[config.mk]
export PLATFORM = sky130hd
export DESIGN_NAME = hazard_controller_flat
export DESIGN_NICKNAME = d
export VERILOG_FILES = /design/src/rtl/hazard_controller_pkg.sv /design/src/rtl/hazard_controller_if.sv /design/src/rtl/hazard_controller_fwd_sel.sv /design/src/rtl/hazard_controller.sv /design/src/flat_wrapper.sv
export SDC_FILE = /design/constraint.sdc
export NUM_CORES = 1
export LEC_CHECK = 0
export CAP_MARGIN = 20
export CORE_ASPECT_RATIO = 0.75
export CORE_MARGIN = 2
export CORE_UTILIZATION = 30
export CTS_BUF_LIST = sky130_fd_sc_hd__clkbuf_4 sky130_fd_sc_hd__clkbuf_8
export DETAILED_ROUTE_END_ITERATION = 6
export PLACE_DENSITY = 0.77
export SYNTH_ARGS = -nofsm -noshare
export SYNTH_HDL_FRONTEND = slang
export SYNTH_SLANG_ARGS = --single-unit
[constraint.sdc]
create_clock -name clk -period 2.95 [get_ports clk]
set_input_delay 0.7375 -clock clk [delete_from_list [all_inputs] [get_ports clk]]
set_output_delay 0.7375 -clock clk [all_outputs]
set_load 0.01 [all_outputs]
[src/rtl/hazard_controller_pkg.sv]
`default_nettype none
// ============================================================================
//  Module      : hazard_pkg
//  Description : Shared types and constants for the 5-stage RV32I pipeline
//                hazard controller: forwarding select encoding, sequencer
//                states and the memory-wait counter width.
//  Revision    : 1.0 - initial release
// ============================================================================
package hazard_pkg;

    // EX operand source select driven onto the ALU / branch-unit muxes.
    typedef enum logic [1:0] {
        FWD_RF  = 2'b00,   // register-file read value
        FWD_WB  = 2'b01,   // value being written back in WB
        FWD_MEM = 2'b10    // ALU result held in MEM
    } fwd_sel_e;

    // Sequencer states.
    typedef enum logic [1:0] {
        RUN      = 2'd0,
        MEM_WAIT = 2'd1,
        ERROR    = 2'd2
    } hz_state_e;

    // Width of the consecutive memory-wait counter (saturating).
    localparam int c_WAIT_CNT_W = 8;

endpackage : hazard_pkg
`default_nettype wire

[src/rtl/hazard_controller_if.sv]
`default_nettype none
// ============================================================================
//  Module      : hazard_controller_if
//  Description : Bundle between the pipeline datapath and the hazard
//                controller. The datapath (master) supplies register-address
//                and control taps from the pipeline registers; the controller
//                (slave) returns stage enables/flushes, operand forwarding
//                selects, the memory-timeout flag and performance counters.
//  Ports       : none (signal bundle only)
//  Revision    : 1.0 - initial release
// ============================================================================
interface hazard_controller_if #(
    parameter int REG_ADDR_W = 5
);
    // Taps from the pipeline registers
    logic [REG_ADDR_W-1:0] id_rs1;
    logic [REG_ADDR_W-1:0] id_rs2;
    logic                  id_use_rs1;
    logic                  id_use_rs2;
    logic [REG_ADDR_W-1:0] ex_rs1;
    logic [REG_ADDR_W-1:0] ex_rs2;
    logic [REG_ADDR_W-1:0] ex_rd;
    logic                  ex_RUWr;
    logic                  ex_DMRd;
    logic                  ex_NextPCSrc;
    logic [REG_ADDR_W-1:0] mem_rd;
    logic                  mem_RUWr;
    logic                  mem_dm_access;
    logic                  dm_ready;
    logic [REG_ADDR_W-1:0] wb_rd;
    logic                  wb_RUWr;

    // Controls back to the datapath
    logic        pc_en;
    logic        if_id_en;
    logic        id_ex_en;
    logic        ex_mem_en;
    logic        mem_wb_en;
    logic        if_id_flush;
    logic        id_ex_flush;
    logic        mem_wb_flush;
    logic [1:0]  fwd_a;
    logic [1:0]  fwd_b;
    logic        dm_error;
    logic [31:0] stall_cnt;
    logic [31:0] flush_cnt;
    logic [31:0] wait_cnt;

    modport master (
        output id_rs1, id_rs2, id_use_rs1, id_use_rs2,
        output ex_rs1, ex_rs2, ex_rd, ex_RUWr, ex_DMRd, ex_NextPCSrc,
        output mem_rd, mem_RUWr, mem_dm_access, dm_ready,
        output wb_rd, wb_RUWr,
        input  pc_en, if_id_en, id_ex_en, ex_mem_en, mem_wb_en,
        input  if_id_flush, id_ex_flush, mem_wb_flush,
        input  fwd_a, fwd_b, dm_error,
        input  stall_cnt, flush_cnt, wait_cnt
    );

    modport slave (
        input  id_rs1, id_rs2, id_use_rs1, id_use_rs2,
        input  ex_rs1, ex_rs2, ex_rd, ex_RUWr, ex_DMRd, ex_NextPCSrc,
        input  mem_rd, mem_RUWr, mem_dm_access, dm_ready,
        input  wb_rd, wb_RUWr,
        output pc_en, if_id_en, id_ex_en, ex_mem_en, mem_wb_en,
        output if_id_flush, id_ex_flush, mem_wb_flush,
        output fwd_a, fwd_b, dm_error,
        output stall_cnt, flush_cnt, wait_cnt
    );

endinterface : hazard_controller_if
`default_nettype wire

[src/rtl/hazard_controller_fwd_sel.sv]
`default_nettype none
// ============================================================================
//  Module      : fwd_sel
//  Description : Forwarding comparator for one EX source operand. MEM wins
//                over WB because it holds the younger result; x0 is never
//                forwarded since it always reads as zero.
//  Ports       : ex_rs            - EX source register
//                mem_rd/mem_RUWr  - MEM destination and write enable
//                wb_rd/wb_RUWr    - WB destination and write enable
//                sel              - operand source select
//  Revision    : 1.0 - initial release
// ============================================================================
module fwd_sel
    import hazard_pkg::*;
#(
    parameter int REG_ADDR_W = 5
) (
    input  wire logic [REG_ADDR_W-1:0] ex_rs,
    input  wire logic [REG_ADDR_W-1:0] mem_rd,
    input  wire logic                  mem_RUWr,
    input  wire logic [REG_ADDR_W-1:0] wb_rd,
    input  wire logic                  wb_RUWr,
    output fwd_sel_e                   sel
);

    always_comb begin
        sel = FWD_RF;
        if (mem_RUWr && (mem_rd != '0) && (mem_rd == ex_rs)) begin
            sel = FWD_MEM;
        end else if (wb_RUWr && (wb_rd != '0) && (wb_rd == ex_rs)) begin
            sel = FWD_WB;
        end
    end

endmodule : fwd_sel
`default_nettype wire

[src/rtl/hazard_controller.sv]
`default_nettype none
// ============================================================================
//  Module      : hazard_controller
//  Description : Pipeline sequencer for the 5-stage RV32I datapath. Produces
//                PC / pipeline-register enables and flushes, EX operand
//                forwarding selects, and freezes the front of the pipe while
//                data memory is busy. A memory access that stays busy for
//                MEM_TIMEOUT wait cycles parks the controller in ERROR until
//                reset.
//  Ports       : clk, rst - clock and synchronous active-high reset
//                hz       - hazard_controller_if.slave bundle (taps in,
//                           enables/flushes/forwarding/counters out)
//  Config      : HAZARD_PERF_CNT_EN - builds the stall/flush/wait
//                performance counters; otherwise they read as zero.
//  Revision    : 1.0 - initial release
// ============================================================================
module hazard_controller
    import hazard_pkg::*;
#(
    parameter int REG_ADDR_W  = 5,
    parameter int MEM_TIMEOUT = 16   // legal range 1..255
) (
    input  wire logic          clk,
    input  wire logic          rst,
    hazard_controller_if.slave hz
);

    localparam logic [c_WAIT_CNT_W-1:0] c_TIMEOUT  = c_WAIT_CNT_W'(MEM_TIMEOUT);
    localparam logic [c_WAIT_CNT_W-1:0] c_WAIT_ONE = c_WAIT_CNT_W'(1);

    hz_state_e               r_state;
    logic [c_WAIT_CNT_W-1:0] r_wait_cnt;

    fwd_sel_e w_fwd_a;
    fwd_sel_e w_fwd_b;
    logic     w_active;
    logic     w_mem_stall;
    logic     w_load_hit;
    logic     w_branch;
    logic     w_load_use;

    // ---------------------------------------------------------------- forwarding
    fwd_sel #(.REG_ADDR_W(REG_ADDR_W)) u_fwd_a (
        .ex_rs    (hz.ex_rs1),
        .mem_rd   (hz.mem_rd),
        .mem_RUWr (hz.mem_RUWr),
        .wb_rd    (hz.wb_rd),
        .wb_RUWr  (hz.wb_RUWr),
        .sel      (w_fwd_a)
    );

    fwd_sel #(.REG_ADDR_W(REG_ADDR_W)) u_fwd_b (
        .ex_rs    (hz.ex_rs2),
        .mem_rd   (hz.mem_rd),
        .mem_RUWr (hz.mem_RUWr),
        .wb_rd    (hz.wb_rd),
        .wb_RUWr  (hz.wb_RUWr),
        .sel      (w_fwd_b)
    );

    // ------------------------------------------------------------ hazard detect
    assign w_active = (r_state != ERROR);

    // Once waiting, only dm_ready releases the freeze; the access qualifier
    // matters only for starting a wait.
    assign w_mem_stall = ((r_state == RUN) && hz.mem_dm_access && !hz.dm_ready) ||
                         ((r_state == MEM_WAIT) && !hz.dm_ready);

    assign w_load_hit = hz.ex_DMRd && hz.ex_RUWr && (hz.ex_rd != '0) &&
                        ((hz.id_use_rs1 && (hz.id_rs1 == hz.ex_rd)) ||
                         (hz.id_use_rs2 && (hz.id_rs2 == hz.ex_rd)));

    // A taken branch squashes the instruction in ID, so a load-use hit on it
    // is moot.
    assign w_branch   = w_active && !w_mem_stall && hz.ex_NextPCSrc;
    assign w_load_use = w_active && !w_mem_stall && !hz.ex_NextPCSrc && w_load_hit;

    // ------------------------------------------------------------ control out
    always_comb begin
        hz.pc_en        = 1'b1;
        hz.if_id_en     = 1'b1;
        hz.id_ex_en     = 1'b1;
        hz.ex_mem_en    = 1'b1;
        hz.mem_wb_en    = 1'b1;
        hz.if_id_flush  = 1'b0;
        hz.id_ex_flush  = 1'b0;
        hz.mem_wb_flush = 1'b0;
        if (rst) begin
            hz.pc_en        = 1'b0;
            hz.if_id_en     = 1'b0;
            hz.id_ex_en     = 1'b0;
            hz.ex_mem_en    = 1'b0;
            hz.mem_wb_en    = 1'b0;
            hz.if_id_flush  = 1'b1;
            hz.id_ex_flush  = 1'b1;
            hz.mem_wb_flush = 1'b1;
        end else if (!w_active) begin
            hz.pc_en     = 1'b0;
            hz.if_id_en  = 1'b0;
            hz.id_ex_en  = 1'b0;
            hz.ex_mem_en = 1'b0;
            hz.mem_wb_en = 1'b0;
        end else if (w_mem_stall) begin
            // Freeze IF..MEM; WB keeps loading a bubble so the stalled
            // access is not retired twice.
            hz.pc_en        = 1'b0;
            hz.if_id_en     = 1'b0;
            hz.id_ex_en     = 1'b0;
            hz.ex_mem_en    = 1'b0;
            hz.mem_wb_flush = 1'b1;
        end else if (w_branch) begin
            hz.if_id_flush = 1'b1;
            hz.id_ex_flush = 1'b1;
        end else if (w_load_use) begin
            hz.pc_en       = 1'b0;
            hz.if_id_en    = 1'b0;
            hz.id_ex_flush = 1'b1;
        end
    end

    assign hz.fwd_a    = rst ? FWD_RF : w_fwd_a;
    assign hz.fwd_b    = rst ? FWD_RF : w_fwd_b;
    assign hz.dm_error = !rst && (r_state == ERROR);

    // ------------------------------------------------------------ sequencer
    always_ff @(posedge clk) begin
        if (rst) begin
            r_state    <= RUN;
            r_wait_cnt <= '0;
        end else begin
            case (r_state)
                RUN: begin
                    if (w_mem_stall) begin
                        r_state    <= MEM_WAIT;
                        r_wait_cnt <= c_WAIT_ONE;
                    end
                end
                MEM_WAIT: begin
                    if (hz.dm_ready) begin
                        r_state    <= RUN;
                        r_wait_cnt <= '0;
                    end else if (r_wait_cnt == c_TIMEOUT) begin
                        r_state <= ERROR;
                    end else if (r_wait_cnt != '1) begin
                        r_wait_cnt <= r_wait_cnt + c_WAIT_ONE;
                    end
                end
                ERROR: begin
                    r_state <= ERROR;
                end
                default: begin
                    r_state    <= RUN;
                    r_wait_cnt <= '0;
                end
            endcase
        end
    end

    // ------------------------------------------------------------ perf counters
`ifdef HAZARD_PERF_CNT_EN
    logic [31:0] r_stall_cnt;
    logic [31:0] r_flush_cnt;
    logic [31:0] r_wait_perf;

    always_ff @(posedge clk) begin
        if (rst) begin
            r_stall_cnt <= '0;
            r_flush_cnt <= '0;
            r_wait_perf <= '0;
        end else begin
            if (w_load_use) begin
                r_stall_cnt <= r_stall_cnt + 32'd1;
            end
            if (w_branch) begin
                r_flush_cnt <= r_flush_cnt + 32'd1;
            end
            if (r_state == MEM_WAIT) begin
                r_wait_perf <= r_wait_perf + 32'd1;
            end
        end
    end

    assign hz.stall_cnt = r_stall_cnt;
    assign hz.flush_cnt = r_flush_cnt;
    assign hz.wait_cnt  = r_wait_perf;
`else
    assign hz.stall_cnt = 32'd0;
    assign hz.flush_cnt = 32'd0;
    assign hz.wait_cnt  = 32'd0;
`endif

endmodule : hazard_controller
`default_nettype wire

[src/flat_wrapper.sv]
// flat-port wrapper written by rule: the top's interface ports become plain ports
module hazard_controller_flat import hazard_pkg::*;
#(
    parameter int REG_ADDR_W  = 5,
    parameter int MEM_TIMEOUT = 16                        
)
  (clk, rst, hz_id_rs1, hz_id_rs2, hz_id_use_rs1, hz_id_use_rs2, hz_ex_rs1, hz_ex_rs2, hz_ex_rd, hz_ex_RUWr, hz_ex_DMRd, hz_ex_NextPCSrc, hz_mem_rd, hz_mem_RUWr, hz_mem_dm_access, hz_dm_ready, hz_wb_rd, hz_wb_RUWr, hz_pc_en, hz_if_id_en, hz_id_ex_en, hz_ex_mem_en, hz_mem_wb_en, hz_if_id_flush, hz_id_ex_flush, hz_mem_wb_flush, hz_fwd_a, hz_fwd_b, hz_dm_error, hz_stall_cnt, hz_flush_cnt, hz_wait_cnt);
  hazard_controller_if #(.REG_ADDR_W(REG_ADDR_W)) hz_i ();
  input  wire logic clk;
  input  wire logic rst;
  input wire logic [$bits(hz_i.id_rs1)-1:0] hz_id_rs1;
  input wire logic [$bits(hz_i.id_rs2)-1:0] hz_id_rs2;
  input wire logic [$bits(hz_i.id_use_rs1)-1:0] hz_id_use_rs1;
  input wire logic [$bits(hz_i.id_use_rs2)-1:0] hz_id_use_rs2;
  input wire logic [$bits(hz_i.ex_rs1)-1:0] hz_ex_rs1;
  input wire logic [$bits(hz_i.ex_rs2)-1:0] hz_ex_rs2;
  input wire logic [$bits(hz_i.ex_rd)-1:0] hz_ex_rd;
  input wire logic [$bits(hz_i.ex_RUWr)-1:0] hz_ex_RUWr;
  input wire logic [$bits(hz_i.ex_DMRd)-1:0] hz_ex_DMRd;
  input wire logic [$bits(hz_i.ex_NextPCSrc)-1:0] hz_ex_NextPCSrc;
  input wire logic [$bits(hz_i.mem_rd)-1:0] hz_mem_rd;
  input wire logic [$bits(hz_i.mem_RUWr)-1:0] hz_mem_RUWr;
  input wire logic [$bits(hz_i.mem_dm_access)-1:0] hz_mem_dm_access;
  input wire logic [$bits(hz_i.dm_ready)-1:0] hz_dm_ready;
  input wire logic [$bits(hz_i.wb_rd)-1:0] hz_wb_rd;
  input wire logic [$bits(hz_i.wb_RUWr)-1:0] hz_wb_RUWr;
  output wire logic [$bits(hz_i.pc_en)-1:0] hz_pc_en;
  output wire logic [$bits(hz_i.if_id_en)-1:0] hz_if_id_en;
  output wire logic [$bits(hz_i.id_ex_en)-1:0] hz_id_ex_en;
  output wire logic [$bits(hz_i.ex_mem_en)-1:0] hz_ex_mem_en;
  output wire logic [$bits(hz_i.mem_wb_en)-1:0] hz_mem_wb_en;
  output wire logic [$bits(hz_i.if_id_flush)-1:0] hz_if_id_flush;
  output wire logic [$bits(hz_i.id_ex_flush)-1:0] hz_id_ex_flush;
  output wire logic [$bits(hz_i.mem_wb_flush)-1:0] hz_mem_wb_flush;
  output wire logic [$bits(hz_i.fwd_a)-1:0] hz_fwd_a;
  output wire logic [$bits(hz_i.fwd_b)-1:0] hz_fwd_b;
  output wire logic [$bits(hz_i.dm_error)-1:0] hz_dm_error;
  output wire logic [$bits(hz_i.stall_cnt)-1:0] hz_stall_cnt;
  output wire logic [$bits(hz_i.flush_cnt)-1:0] hz_flush_cnt;
  output wire logic [$bits(hz_i.wait_cnt)-1:0] hz_wait_cnt;
  assign hz_i.id_rs1 = hz_id_rs1;
  assign hz_i.id_rs2 = hz_id_rs2;
  assign hz_i.id_use_rs1 = hz_id_use_rs1;
  assign hz_i.id_use_rs2 = hz_id_use_rs2;
  assign hz_i.ex_rs1 = hz_ex_rs1;
  assign hz_i.ex_rs2 = hz_ex_rs2;
  assign hz_i.ex_rd = hz_ex_rd;
  assign hz_i.ex_RUWr = hz_ex_RUWr;
  assign hz_i.ex_DMRd = hz_ex_DMRd;
  assign hz_i.ex_NextPCSrc = hz_ex_NextPCSrc;
  assign hz_i.mem_rd = hz_mem_rd;
  assign hz_i.mem_RUWr = hz_mem_RUWr;
  assign hz_i.mem_dm_access = hz_mem_dm_access;
  assign hz_i.dm_ready = hz_dm_ready;
  assign hz_i.wb_rd = hz_wb_rd;
  assign hz_i.wb_RUWr = hz_wb_RUWr;
  assign hz_pc_en = hz_i.pc_en;
  assign hz_if_id_en = hz_i.if_id_en;
  assign hz_id_ex_en = hz_i.id_ex_en;
  assign hz_ex_mem_en = hz_i.ex_mem_en;
  assign hz_mem_wb_en = hz_i.mem_wb_en;
  assign hz_if_id_flush = hz_i.if_id_flush;
  assign hz_id_ex_flush = hz_i.id_ex_flush;
  assign hz_mem_wb_flush = hz_i.mem_wb_flush;
  assign hz_fwd_a = hz_i.fwd_a;
  assign hz_fwd_b = hz_i.fwd_b;
  assign hz_dm_error = hz_i.dm_error;
  assign hz_stall_cnt = hz_i.stall_cnt;
  assign hz_flush_cnt = hz_i.flush_cnt;
  assign hz_wait_cnt = hz_i.wait_cnt;
  hazard_controller #(.REG_ADDR_W(REG_ADDR_W), .MEM_TIMEOUT(MEM_TIMEOUT)) u_core (.clk(clk), .rst(rst), .hz(hz_i));
endmodule
==> flow_summary.json <==
{
  "cap_violations": 0,
  "synth_unique_cells": 34,
  "tritoncts": "yes",
  "route.final.wire_length_um": 4300,
  "mappedNetlistArea_um2": 1790,
  "gpl.final_weighted_congestion": 0.816,
  "hold_slack_ps": 574,
  "num_rows": 24,
  "detailedPlacementHpwl_um": 3490,
  "synth-warning-count": 0,
  "nets": 377,
  "drt_pass1_iterations": 6,
  "postSynthAreaPerCell_um2": 7.52,
  "synthFlopType": "sky130_fd_sc_hd__dfxtp_1",
  "clock_insertion_delay_worst_skew_ps": 240,
  "slew_viol_final": 0,
  "avgRoutedWirePerCell_um": 10.6,
  "clkSlewWorstSetupHoldPaths_ps": 50,
  "r2r_setup_slack_ps": 590,
  "initial_utilization_pct": 30.9,
  "worst_min_delay_path_class": "register to register",
  "minimum_period_implied_by_the_final_worst_setup_slack_ps": 2890,
  "crit_fanout": 2,
  "worstReg2RegEnd": "u_core.r_wait_cnt[0]$_SDFFE_PP0P_",
  "leakage_power_nw": 1.11,
  "htreeDepth": 1,
  "n_antenna_cell": 0,
  "critPathLaunch": "hz_id_rs1[0]",
  "synth_commonest_cells": "sky130_fd_sc_hd__buf_4 (99), sky130_fd_sc_hd__xor2_1 (18), sky130_fd_sc_hd__nand2_1 (12), sky130_fd_sc_hd__xnor2_1 (12), sky130_fd_sc_hd__dfxtp_1 (10)",
  "number_of_cells_on_the_worst_reg_to_reg_path": 12,
  "most_area_consuming_cells_after_synthesis": "sky130_fd_sc_hd__buf_4 (42%), sky130_fd_sc_hd__dfxtp_1 (11%), sky130_fd_sc_hd__xor2_1 (8.8%)",
  "worst_ir_drop_vdd_mv": 0.118,
  "yosys_register_bits": 10,
  "die_width_um": 93.2,
  "finalClockSkew_ps": 2.49,
  "outcome": "finished, final reports clean",
  "utilization_pct": 41.0,
  "numCtsBuffers": 3,
  "critical_path.endpoint_type": "primary output",
  "overall_overflow_remaining_after_global_route": 0,
  "dpl-instance-area_um2": 2280,
  "synth-async-reset-ratio_pct": 0,
  "via_count": 1643,
  "ys_seq_area_share_pct": 11.2,
  "cp.required_ps": 2210,
  "first_iter_violations": 165,
  "setup_viol_count_final": 0,
  "ioPinCount": 155,
  "synth_most_common_cell": "sky130_fd_sc_hd__buf_4",
  "drt-vias-per-instance": 4.05,
  "design.core.area_um2": 5800,
  "synthesis.instances": 238,
  "area_growth_pct": 32.6,
  "ant_nets": 0,
  "placement.io_buffers": 58,
  "critPathLaunchType": "input pin",
  "final_layout_size_suffix_gt1_share_pct": 23.2,
  "place_ws_ps": -803,
  "grt_usage_pct": 12.1,
  "synth.top_cell.area_share_pct": 41.5,
  "detail_route.drc_violations": 0,
  "cts_hold_repair.buffers": 0,
  "critPathArrivalTime_ps": 2150,
  "first_global_vias": 1488,
  "report.final.hold_viol_count": 0,
  "grt_start_max_net_pins": 19,
  "power-per-cell-area_nw_per_um2": 240,
  "regToRegStartpoint": "u_core.r_state[1]$_SDFFE_PP0P_",
  "achievable-frequency_ghz": 0.347,
  "finalCritPeriodShare_pct": 97.8,
  "max-clock-path-buffers": 2,
  "clockRootBuffer": "sky130_fd_sc_hd__clkbuf_8",
  "setup.worst_path.class": "input pin to primary output",
  "synth_top_cell_by_area": "sky130_fd_sc_hd__buf_4",
  "design_area_um2": 2370,
  "synth_enable_flop_cells": 0,
  "postLayoutSetupSlackWorst_ps": 64.1,
  "die_h_um": 70.9,
  "total_power_mw": 0.569,
  "cts_sinks": 10,
  "initial_antenna_violation_count": 0,
  "grt_pass1_wl_um": 6530,
  "dieArea_um2": 6610,
  "crit_end": "hz_pc_en"
}
==> area by class of cell <==
type,count,area (um^2)
clock buffers,4,55.1
fillers,603,3420
multi-input cells,217,1250
well taps,78,97.6
repair buffers,94,758
flip-flops and latches,10,200
inverters,3,11.3
==> through the flow <==
stage / instances / TNS [ps]
floorplan: 333 / 0
detailed placement: 396 / -5100
global route: 406 / -7.42
CTS: 406 / 0
finish: 406 / 0
global placement: 396 / -4860
==> power breakdown <==
part | leakage, nW | switching, mW | total, mW | internal (mW)
sequential | 0.0809 | 0.00418 | 0.142 | 0.137
clock | 0.0288 | 0.0558 | 0.173 | 0.117
combinational | 1.00 | 0.140 | 0.254 | 0.114
total | 1.11 | 0.200 | 0.569 | 0.369
==> kinds of logic (layout without fill, tap and decap cells) <==
logic type	after synthesis	in the layout	share of synthesized area, %
adders and majority gates	2	2	1.40
xor gates and xnor gates	30	30	14.7
buffers and inverters	106	101	43.4
and+or+nand+nor	62	62	19.0
other	1	96	0.209
AOI/OAI and AO/OA	27	27	10.1
DFF	10	10	11.2
==> state kept, by name (all words and copies together), names as in the netlist <==
signal	flops
u_core.r_state	2
u_core.r_wait_cnt	8
==> layout by cell type (no fill, tap or decap), types with 3 or more instances in the layout <==
master,instances
sky130_fd_sc_hd__a31o_2,5
sky130_fd_sc_hd__nor3_1,3
sky130_fd_sc_hd__clkdlybuf4s15_1,6
sky130_fd_sc_hd__nor2_1,8
sky130_fd_sc_hd__buf_4,34
sky130_fd_sc_hd__a21oi_1,5
sky130_fd_sc_hd__buf_2,9
sky130_fd_sc_hd__clkbuf_8,4
sky130_fd_sc_hd__dfxtp_1,10
sky130_fd_sc_hd__xnor2_1,12
sky130_fd_sc_hd__dlygate4sd2_1,20
sky130_fd_sc_hd__xor2_1,17
sky130_fd_sc_hd__nand3_1,7
sky130_fd_sc_hd__nand2b_1,3
sky130_fd_sc_hd__inv_1,3
sky130_fd_sc_hd__or4_4,3
sky130_fd_sc_hd__clkbuf_2,6
sky130_fd_sc_hd__nand2_1,12
sky130_fd_sc_hd__clkdlybuf4s50_1,17
sky130_fd_sc_hd__conb_1,96
sky130_fd_sc_hd__nor4_2,3
sky130_fd_sc_hd__nor4_1,5
sky130_fd_sc_hd__or4_1,3
sky130_fd_sc_hd__o21ai_0,5
==> worst max-delay path, cell delays in order <==
cell and delay, ps:
sky130_fd_sc_hd__clkdlybuf4s15_1 170, sky130_fd_sc_hd__xor2_1 160, sky130_fd_sc_hd__nor4_2 300, sky130_fd_sc_hd__and3_1 200, sky130_fd_sc_hd__a31oi_1 50, sky130_fd_sc_hd__o41a_1 360
sky130_fd_sc_hd__buf_2 160
==> routing by layer <==
metal,up-vias,track usage [%],part of all wire [%]
li1,794,-,-
met1,744,13.6,36
met2,101,22.5,54
met3,4,2.77,9.2
met4,0,4.08,1.4
met5,-,0,0
==> what timing repair did <==
item,4_1_cts,5_1_grt
resized for setup,91,20
setup endpoints to repair,11,4
gates cloned,0,0
pin swaps,15,8
setup buffers,8,0
==> worst min path at each step <==
stage,start,endpoint,depth (start not counted)
floorplan,u_core.r_wait_cnt[1]$_SDFFE_PP0P_,u_core.r_wait_cnt[1]$_SDFFE_PP0P_,2
global placement,u_core.r_wait_cnt[3]$_SDFFE_PP0P_,u_core.r_wait_cnt[3]$_SDFFE_PP0P_,1
detailed placement,u_core.r_wait_cnt[3]$_SDFFE_PP0P_,u_core.r_wait_cnt[3]$_SDFFE_PP0P_,1
CTS,u_core.r_wait_cnt[2]$_SDFFE_PP0P_,u_core.r_wait_cnt[2]$_SDFFE_PP0P_,2
global route,u_core.r_wait_cnt[3]$_SDFFE_PP0P_,u_core.r_wait_cnt[3]$_SDFFE_PP0P_,1
finish,u_core.r_wait_cnt[3]$_SDFFE_PP0P_,u_core.r_wait_cnt[3]$_SDFFE_PP0P_,1
No activity file was read; power rests on OpenSTA's default activity.
